$ cat src/rtl/io_responder_pkg.sv
// Shared constants for the memory-mapped IO responder: register map,
// STATUS/CTRL bit positions and the default TX FIFO depth.
package io_responder_pkg;

  localparam int DEFAULT_TX_DEPTH = 4;

  // Register index = effective address bits [4:2]
  typedef enum logic [2:0] {
    REG_TXDATA = 3'd0,
    REG_STATUS = 3'd1,
    REG_TCNT   = 3'd2,
    REG_TCMP   = 3'd3,
    REG_CTRL   = 3'd4
  } reg_sel_e;

  localparam int STATUS_FULL_BIT    = 0;
  localparam int STATUS_EMPTY_BIT   = 1;
  localparam int STATUS_EXPIRED_BIT = 2;
  localparam int STATUS_COUNT_LSB   = 3;

  localparam int CTRL_TIMER_EN_BIT = 0;
  localparam int CTRL_IRQ_EN_BIT   = 1;
  localparam int CTRL_CLR_BIT      = 2;

  function automatic logic [31:0] pack_status(input logic [3:0] count,
                                              input logic expired,
                                              input logic empty,
                                              input logic full);
    logic [31:0] v;
    v = '0;
    v[STATUS_FULL_BIT]                          = full;
    v[STATUS_EMPTY_BIT]                         = empty;
    v[STATUS_EXPIRED_BIT]                       = expired;
    v[STATUS_COUNT_LSB+3:STATUS_COUNT_LSB]      = count;
    return v;
  endfunction

endpackage

$ cat src/rtl/io_responder_unit_fifo.sv
// io_tx_fifo: byte FIFO for the TX path; DEPTH must be a power of two so the
// pointers wrap naturally.
module io_tx_fifo #(
  parameter int DEPTH = 4
) (
  input  logic                         i_clk,
  input  logic                         i_rst_n,
  input  logic                         i_push,
  input  logic [7:0]                   i_wdata,
  input  logic                         i_pop,
  output logic [7:0]                   o_rdata,
  output logic                         o_full,
  output logic                         o_empty,
  output logic [$clog2(DEPTH):0]       o_count
);

  localparam int AW = $clog2(DEPTH);
  localparam int CW = AW + 1;
  localparam logic [CW-1:0] FULL_CNT = CW'(DEPTH);

  logic [7:0]    r_mem [DEPTH];
  logic [AW-1:0] r_wr_ptr;
  logic [AW-1:0] r_rd_ptr;
  logic [CW-1:0] r_count;
  logic          w_do_push;
  logic          w_do_pop;

  assign o_full    = (r_count == FULL_CNT);
  assign o_empty   = (r_count == '0);
  assign o_count   = r_count;
  assign o_rdata   = r_mem[r_rd_ptr];
  assign w_do_push = i_push & ~o_full;
  assign w_do_pop  = i_pop & ~o_empty;

  always_ff @(posedge i_clk or negedge i_rst_n) begin
    if (!i_rst_n) begin
      r_wr_ptr <= '0;
      r_rd_ptr <= '0;
      r_count  <= '0;
    end else begin
      if (w_do_push) r_wr_ptr <= r_wr_ptr + 1'b1;
      if (w_do_pop)  r_rd_ptr <= r_rd_ptr + 1'b1;
      case ({w_do_push, w_do_pop})
        2'b10:   r_count <= r_count + 1'b1;
        2'b01:   r_count <= r_count - 1'b1;
        default: r_count <= r_count;
      endcase
    end
  end

  // Storage needs no reset: the empty flag masks stale entries.
  always_ff @(posedge i_clk) begin
    if (w_do_push) r_mem[r_wr_ptr] <= i_wdata;
  end

endmodule

$ cat src/rtl/io_responder_unit.sv
// Memory-mapped IO responder: TX byte FIFO plus optional compare timer.
// Timer, TCNT/TCMP, expired flag and o_irq exist only with IO_RESPONDER_TIMER_EN.
module io_responder_unit
  import io_responder_pkg::*;
#(
  parameter int TX_DEPTH = DEFAULT_TX_DEPTH
) (
  input  logic        i_clk,
  input  logic        i_rst_n,
  input  logic        i_io_en,
  input  logic [31:0] i_effective_addr_m,
  input  logic        i_we_m,
  input  logic        i_re_m,
  input  logic [31:0] i_wdata_m,
  output logic [31:0] o_rdata_m,
  output logic        o_stall_m,
  output logic        o_tx_valid,
  input  logic        i_tx_ready,
  output logic [7:0]  o_tx_data,
  output logic        o_irq
);

  localparam int CW = $clog2(TX_DEPTH) + 1;

  reg_sel_e      w_sel;
  logic          w_wr;
  logic          w_rd;
  logic          w_tx_wr;
  logic          w_full;
  logic          w_empty;
  logic [CW-1:0] w_fifo_count;
  logic [4:0]    w_count5;
  logic [31:0]   w_rd_val;
  logic [31:0]   w_tcnt_rd;
  logic [31:0]   w_tcmp_rd;
  logic          w_timer_en_rd;
  logic          w_irq_en_rd;
  logic          w_expired_rd;
  logic [31:0]   r_rdata;
  logic          w_unused;

  assign w_sel    = reg_sel_e'(i_effective_addr_m[4:2]);
  assign w_wr     = i_io_en & i_we_m;
  assign w_rd     = i_io_en & i_re_m;
  assign w_tx_wr  = w_wr & (w_sel == REG_TXDATA);
  assign w_count5 = 5'(w_fifo_count);

  // TX handshake: a byte moves when o_tx_valid && i_tx_ready at a rising edge;
  // o_tx_data is the FIFO head and stays stable until that transfer.
  // A TXDATA store into a full FIFO stalls even if a pop frees a slot that cycle.
  assign o_stall_m  = w_tx_wr & w_full;
  assign o_tx_valid = ~w_empty;

  io_tx_fifo #(.DEPTH(TX_DEPTH)) u_tx_fifo (
    .i_clk   (i_clk),
    .i_rst_n (i_rst_n),
    .i_push  (w_tx_wr & ~w_full),
    .i_wdata (i_wdata_m[7:0]),
    .i_pop   (i_tx_ready),
    .o_rdata (o_tx_data),
    .o_full  (w_full),
    .o_empty (w_empty),
    .o_count (w_fifo_count)
  );

`ifdef IO_RESPONDER_TIMER_EN
  logic [31:0] r_tcnt;
  logic [31:0] r_tcmp;
  logic        r_timer_en;
  logic        r_irq_en;
  logic        r_expired;
  logic        w_tcnt_wr;
  logic        w_ctrl_wr;
  logic        w_wrap;

  assign w_tcnt_wr = w_wr & (w_sel == REG_TCNT);
  assign w_ctrl_wr = w_wr & (w_sel == REG_CTRL);
  // A CPU write to TCNT pre-empts the wrap, so no expiry is flagged that cycle.
  assign w_wrap    = r_timer_en & (r_tcnt == r_tcmp) & ~w_tcnt_wr;

  always_ff @(posedge i_clk or negedge i_rst_n) begin
    if (!i_rst_n) begin
      r_tcnt     <= '0;
      r_tcmp     <= '1;
      r_timer_en <= 1'b0;
      r_irq_en   <= 1'b0;
      r_expired  <= 1'b0;
    end else begin
      if (w_tcnt_wr)       r_tcnt <= i_wdata_m;
      else if (w_wrap)     r_tcnt <= '0;
      else if (r_timer_en) r_tcnt <= r_tcnt + 32'd1;
      if (w_wr && (w_sel == REG_TCMP)) r_tcmp <= i_wdata_m;
      if (w_ctrl_wr) begin
        r_timer_en <= i_wdata_m[CTRL_TIMER_EN_BIT];
        r_irq_en   <= i_wdata_m[CTRL_IRQ_EN_BIT];
      end
      if (w_wrap)                                    r_expired <= 1'b1;
      else if (w_ctrl_wr && i_wdata_m[CTRL_CLR_BIT]) r_expired <= 1'b0;
    end
  end

  assign o_irq         = r_expired & r_irq_en;
  assign w_tcnt_rd     = r_tcnt;
  assign w_tcmp_rd     = r_tcmp;
  assign w_timer_en_rd = r_timer_en;
  assign w_irq_en_rd   = r_irq_en;
  assign w_expired_rd  = r_expired;
`else
  assign o_irq         = 1'b0;
  assign w_tcnt_rd     = '0;
  assign w_tcmp_rd     = '0;
  assign w_timer_en_rd = 1'b0;
  assign w_irq_en_rd   = 1'b0;
  assign w_expired_rd  = 1'b0;
`endif

  always_comb begin
    w_rd_val = '0;
    case (w_sel)
      REG_STATUS: w_rd_val = pack_status(w_count5[3:0], w_expired_rd, w_empty, w_full);
      REG_TCNT:   w_rd_val = w_tcnt_rd;
      REG_TCMP:   w_rd_val = w_tcmp_rd;
      REG_CTRL:   w_rd_val = {29'b0, w_expired_rd, w_irq_en_rd, w_timer_en_rd};
      default:    w_rd_val = '0;
    endcase
  end

  always_ff @(posedge i_clk or negedge i_rst_n) begin
    if (!i_rst_n)  r_rdata <= '0;
    else if (w_rd) r_rdata <= w_rd_val;
  end

  assign o_rdata_m = r_rdata;

  assign w_unused = ^{i_effective_addr_m[31:5], i_effective_addr_m[1:0],
                      i_wdata_m[31:8], w_count5[4]};

endmodule
$ cat config.mk
export PLATFORM = sky130hd
export DESIGN_NAME = io_responder_unit
export DESIGN_NICKNAME = d
export VERILOG_FILES = /design/src/rtl/io_responder_pkg.sv /design/src/rtl/io_responder_unit_fifo.sv /design/src/rtl/io_responder_unit.sv
export SDC_FILE = /design/constraint.sdc
export NUM_CORES = 1
export LEC_CHECK = 0
export ABC_AREA = 1
export CAP_MARGIN = 10
export CORE_MARGIN = 1.5
export CORE_UTILIZATION = 36
export CTS_CLUSTER_DIAMETER = 60
export CTS_CLUSTER_SIZE = 16
export DETAILED_ROUTE_END_ITERATION = 6
export PLACE_DENSITY = 0.79
export SYNTH_ARGS = -nofsm -noshare
export SYNTH_HDL_FRONTEND = slang
export SYNTH_HIERARCHICAL = 1
export SYNTH_SLANG_ARGS = --single-unit
$ cat constraint.sdc
create_clock -name i_clk -period 1.85 [get_ports i_clk]
set_input_delay 0.37 -clock i_clk [delete_from_list [all_inputs] [get_ports i_clk]]
set_output_delay 0.37 -clock i_clk [all_outputs]
set_load 0.005 [all_outputs]
# Word-level counts from Yosys, hierarchy flattened
# Memories as Yosys holds them, arrays and structs flattened.
# Cells that the tools add are included.
[word_totals]
regBits = 39
latch_bits = 0
ramBits = 32
mem_bits_ro = 0
output_inout_bits = 43
elab_cells = 29
mem_count = 1
[classes]
n_addsub = 4
mul = 0
n_div = 0
order_cmp = 0
n_eq_ne = 4
n_shift = 0
mux = 4
bitwise_logic = 9
reduce_logical = 3
[memory_table]
columns = ["memory", "depth", "width", "read_ports", "rd_ports_with_merged_regs", "write_ports", "line_no", "text"]
rows = [
  ["u_tx_fifo.r_mem", 4, 8, 1, 0, 1, "io_responder_unit_fifo.sv:21", "logic [7:0] r_mem [DEPTH];"],
]
[ops]
columns = ["cell", "count"]
rows = [
  ["1-bit bitwise AND", 7],
  ["3-bit logical NOT", 2],
  ["6-bit two-way mux", 1],
  ["3-bit case mux with 2 select lines", 1],
  ["2-bit by 1-bit adder with 2-bit output (second input constant)", 2],
  ["3-bit by 1-bit adder with 3-bit output (second input constant)", 1],
  ["3-bit by 1-bit equality test with 1-bit output (second input constant)", 1],
  ["3-bit equality test (second input constant)", 1],
  ["3-bit by 1-bit subtractor with 3-bit output (second input constant)", 1],
  ["2-bit by 1-bit equality test with 1-bit output (second input constant)", 1],
  ["2-bit equality test (second input constant)", 1],
  ["1-bit two-way mux", 2],
  ["1-bit inverter", 2],
  ["2-bit nonzero test", 1],
]

# Logic depth before layout (Yosys ltp)
[depth]
word_depth = 6
depth_mapped = 13

# By module
# The synthesis kept the hierarchy.
[modules_own_cells]
columns = ["mod", "instances", "cells_per_inst", "area_per_inst_um2"]
rows = [
  ["io_tx_fifo", 1, 154, 1741.7],
  ["io_responder_unit", 1, 59, 454.2],
]

# Least setup slack after synthesis
# Ideal clock, no wire load.
[synth_timing]
path_type = "register to register"
startpoint = "register u_tx_fifo.r_count[0], in the netlist u_tx_fifo/o_count[0]"
endpoint = "register u_tx_fifo.r_count[2], in the netlist u_tx_fifo/o_count[2]"
setup_ns = 0.117
arrival_time_ns = 1.713
required_ns = 1.733
setup_slack_ns = 0.021
stages_incl_launch_ff = 13
path_buffers = 0
path_cell_list = "dfrtp_1 inv_1 nand3_2 inv_1 nor2_1 nand2_2 ha_1 inv_1 fa_1 nand2_1 nand3_1 nand2_1 nand2_1"
[synth_via]
elab_chain_len = 6
elab_cells_between_ends = 13
classes_between = "add/sub (2); eq/ne (3); mux (1); bitwise (5); reduce/logical (2)"
[synth_lines]
columns = ["element", "line_no", "text"]
rows = [
  ["start: declaration", "io_responder_unit_fifo.sv:24", "logic [CW-1:0] r_count;"],
  ["start signal: assignment", "io_responder_unit_fifo.sv:44", "2'b10: r_count <= r_count + 1'b1;"],
  ["start signal: assignment", "io_responder_unit_fifo.sv:45", "2'b01: r_count <= r_count - 1'b1;"],
  ["start signal: assignment", "io_responder_unit_fifo.sv:46", "default: r_count <= r_count;"],
  ["3-bit equality test (*)", "io_responder_unit_fifo.sv:28", "assign o_full = (r_count == FULL_CNT);"],
  ["net w_full", "io_responder_unit.sv:29", "logic w_full;"],
  ["1-bit inverter (*)", "io_responder_unit_fifo.sv:32, io_responder_unit.sv:57", ""],
  ["1-bit bitwise AND", "io_responder_unit.sv:57", ".i_push (w_tx_wr & ~w_full),"],
  ["1-bit bitwise AND (*)", "io_responder_unit_fifo.sv:32", "assign w_do_push = i_push & ~o_full;"],
  ["2-bit by 1-bit equality test with 1-bit output or 2-bit equality test (tied branches)", "io_responder_unit_fifo.sv:43", "case ({w_do_push, w_do_pop})"],
  ["3-bit case mux with 2 select lines or 2-bit nonzero test (tied branches)", "n/a", ""],
]
# Mark *: on every way through the listed nets, which the timed path passes. The rest lies on a longest branch.
# A chain may end at the register's enable or synchronous reset.

# Worst setup path in the final report
[layout_timing]
startpoint = "register u_tx_fifo.r_count[1], in the netlist u_tx_fifo/o_count[1]"
endpoint = "output o_tx_valid"
[layout_via]
elab_chain_len = 2
[layout_lines]
columns = ["element", "line_no", "text"]
rows = [
  ["3-bit logical NOT", "io_responder_unit_fifo.sv:29", "assign o_empty = (r_count == '0);"],
  ["net w_empty", "io_responder_unit.sv:30", "logic w_empty;"],
  ["1-bit inverter", "io_responder_unit.sv:52", "assign o_tx_valid = ~w_empty;"],
  ["end: declaration", "io_responder_unit.sv:17", "output logic o_tx_valid,"],
]
# The timed path passes the listed nets, and every way through them passes these cells.

==> flow_metrics.tcl <==
set metrics [dict create \
    status "complete, but fails checks" \
    violations "negative setup slack" \
    power_density_mw_per_mm2 1210 \
    clkLatencyLatePin_ns 0.29 \
    area_growth_pct 25.2 \
    port_buffers 31 \
    final_hold_viol_count 0 \
    fin_skew_ns 0.00725 \
    setup_violations 1 \
    dieArea_mm2 0.00658 \
    ctsHoldBuffers 0 \
    p_sw_mw 1.11 \
    cts.sinks 44 \
    drv_slew 0 \
    ios 113 \
    ys_ff_latch 44 \
    htreeDepth 2 \
    clkPwrFrac_pct 22.1 \
    p_sw_share_pct 33.6 \
    grt_pass1_vias 1358 \
    routed_wl_um 3910 \
    crit_type "reg2out" \
    seqPwrFrac_pct 37.0 \
    drt_iter0_drc 57 \
    min_period_ns 1.86 \
    drc 0 \
    die_w_um 81.1 \
    preCtsSetupSlack_ns -0.421 \
    vias 1521 \
    clock.fmax_mhz 537 \
    syn_area_mm2 0.00220 \
    vdd_ir_drop_max_v 0.000546 \
    start_util_pct 37.1 \
    tightest_slew_ns 0.530 \
    worst_slack_ns -0.0138 \
    rows 28 \
    finalInstanceArea_mm2 0.00275 \
    slew_headroom_pct 64.6 \
    grt_pass1_wl_um 6070 \
    die_h_um 81.1 \
    synth.top_cell.area_share_pct 43.8 \
    syn_avg_cell_area_um2 10.3 \
    wire_per_inst_um 11.4 \
    hpwl_um 2590 \
    vias_per_cell 4.42 \
    hold_class "in2async" \
    required_ns 1.48 \
    gr-total-overflow 0 \
    postRouteAntennaNets 0 \
    finalNetCount 344 \
    clockRootBuffer "clkbuf_8" \
    end_kind "output port" \
    drt_first_pass_iters 5 \
    grt_use_total_pct 12.6 \
    dpl_cell_area_mm2 0.00256 \
    final_common_cell "nand2_1" \
    antenna_found_initial 0 \
    numCtsBuffers 5 \
    combPwrFrac_pct 40.9 \
    syn_inst 213 \
    tritoncts "yes" \
    grt_max_degree 16 \
    drive_gt1_share_pct 19.0 \
    ys_warn_count 6 \
    layout_common_cells "nand2_1, edfxtp_1, inv_1, conb_1, clkdlybuf4s50_1" \
    cap_violations 0 \
    synthTopCellsByArea "edfxtp_1, dfrtp_1, buf_4" \
    rsz0062_at_grt "true" \
    cts.reportedPaths.clkPinSlew_ns 0.08 \
    hold_slack_ns 0.416 \
    cp_max_fo 4 \
    core_area_mm2 0.00592 \
    start_kind "flip-flop" \
    diodes 0 \
    cts_buffer_depth 2 \
    yosysUniqueCellTypes 22 \
    power.leakage_nw 1.23 \
    min_period_over_period_pct 101 \
    synth_top_cell_by_area "edfxtp_1" \
    power.total_mw 3.32 \
    cp_data_arrival_time_ns 1.49 \
    place.gp.congestion 0.753 \
    p_int_mw 2.20 \
    ys_seq_area_share_pct 57.4 \
]
==> final timing paths <==
kind,startpoint,to,slack (ns),depth (start not counted)
worst min register to register,o_rdata_m[1]$_DFFE_PN0P_,o_rdata_m[1]$_DFFE_PN0P_,0.50,2
worst min-delay path,i_rst_n,u_tx_fifo/r_rd_ptr[0]$_DFFE_PN0P_,0.42,1
worst max-delay path,u_tx_fifo/o_count[1]$_DFFE_PN0P_,o_tx_valid,-0.01,5
worst max register to register,u_tx_fifo/o_count[1]$_DFFE_PN0P_,u_tx_fifo/o_count[2]$_DFFE_PN0P_,0.01,11
max in group asynchronous,i_rst_n,u_tx_fifo/o_count[0]$_DFFE_PN0P_,1.08,1
min in group i_clk,o_rdata_m[1]$_DFFE_PN0P_,o_rdata_m[1]$_DFFE_PN0P_,0.50,2
==> power by group through the flow <==
stage	clock, mW	sequential, mW	combinational [mW]
after detailed placement	0	1.25	1.22
after global placement	0	1.24	1.18
after global routing	0.786	1.24	1.51
after CTS	0.743	1.22	1.34
after floorplan	0	1.23	0.756
final	0.733	1.23	1.36
==> cell type report <==
type	instances	area (µm²)
flip-flops and latches	44	1260
multi-input cells	128	664
repair buffers	53	475
fillers	520	3170
well taps	75	93.8
clock inverters	3	46.3
clock buffers	5	68.8
inverters	36	139
==> layer usage <==
metal  up-vias  routed length [µm]  GRT usage [%]
met3         4                 174           3.71
met1       720                1620           13.9
met4         0                  48           6.21
met2        50                2060           22.0
met5         -                   0              0
li1        747                   -              -
==> per-stage QoR <==
step                      cells  TNS [ns]  util [%]
after floorplan             240         0         -
after global placement      328     -7.61      43.3
after detailed placement    328     -7.56      43.3
after CTS                   342    -0.100      46.5
after global routing        344    -0.179      46.4
final                       344   -0.0138      46.4
==> timing repair <==
action,4_1_cts,5_1_grt
resized for setup,22,16
cloned,1,0
endpoints found under the hold margin,0,0
setup endpoints to repair,12,11
setup buffers,5,4
pin swaps,2,12
==> cells in the mapped netlist <==
cell      number
buf_4         29
buf_6          2
clkbuf_8       1
clkinv_1       1
conb_1         1
dfrtp_1       12
edfxtp_1      32
fa_1           1
ha_1           5
inv_1         33
inv_2          2
nand2_1       48
nand2_2        1
nand3_1       11
nand3_2        2
nand4_1        1
nor2_1         7
nor2_2         1
o211ai_1      16
o21ai_0        1
o21ai_1        5
xnor2_1        1
==> logic make-up (layout without fill, tap and decap cells) <==
group,after synthesis,count (layout),synth area share (%)
AO/OA/AOI/OAI,22,22,6.84
XOR/XNOR,1,1,0.399
AND/OR/NAND/NOR,71,71,13.7
buffers and inverters,68,97,17.7
other,1,28,0.171
flip-flops,44,44,57.4
adder cells (fa/ha/maj),6,6,3.76
==> flip-flops by register name, indices dropped and copies added (netlist names) <==
signal / count
u_tx_fifo/r_rd_ptr: 2
u_tx_fifo/r_wr_ptr: 2
u_tx_fifo/o_count: 3
u_tx_fifo/r_mem: 32
o_rdata_m: 5
==> worst max-delay path: stages (launching register included) <==
cell and delay, ns:
dfrtp_1 0.42, inv_2 0.09, nand3_2 0.13, inv_2 0.09, inv_1 0.03, clkdlybuf4s50_1 0.44
Note: power is estimated with default switching activity, not from simulation.
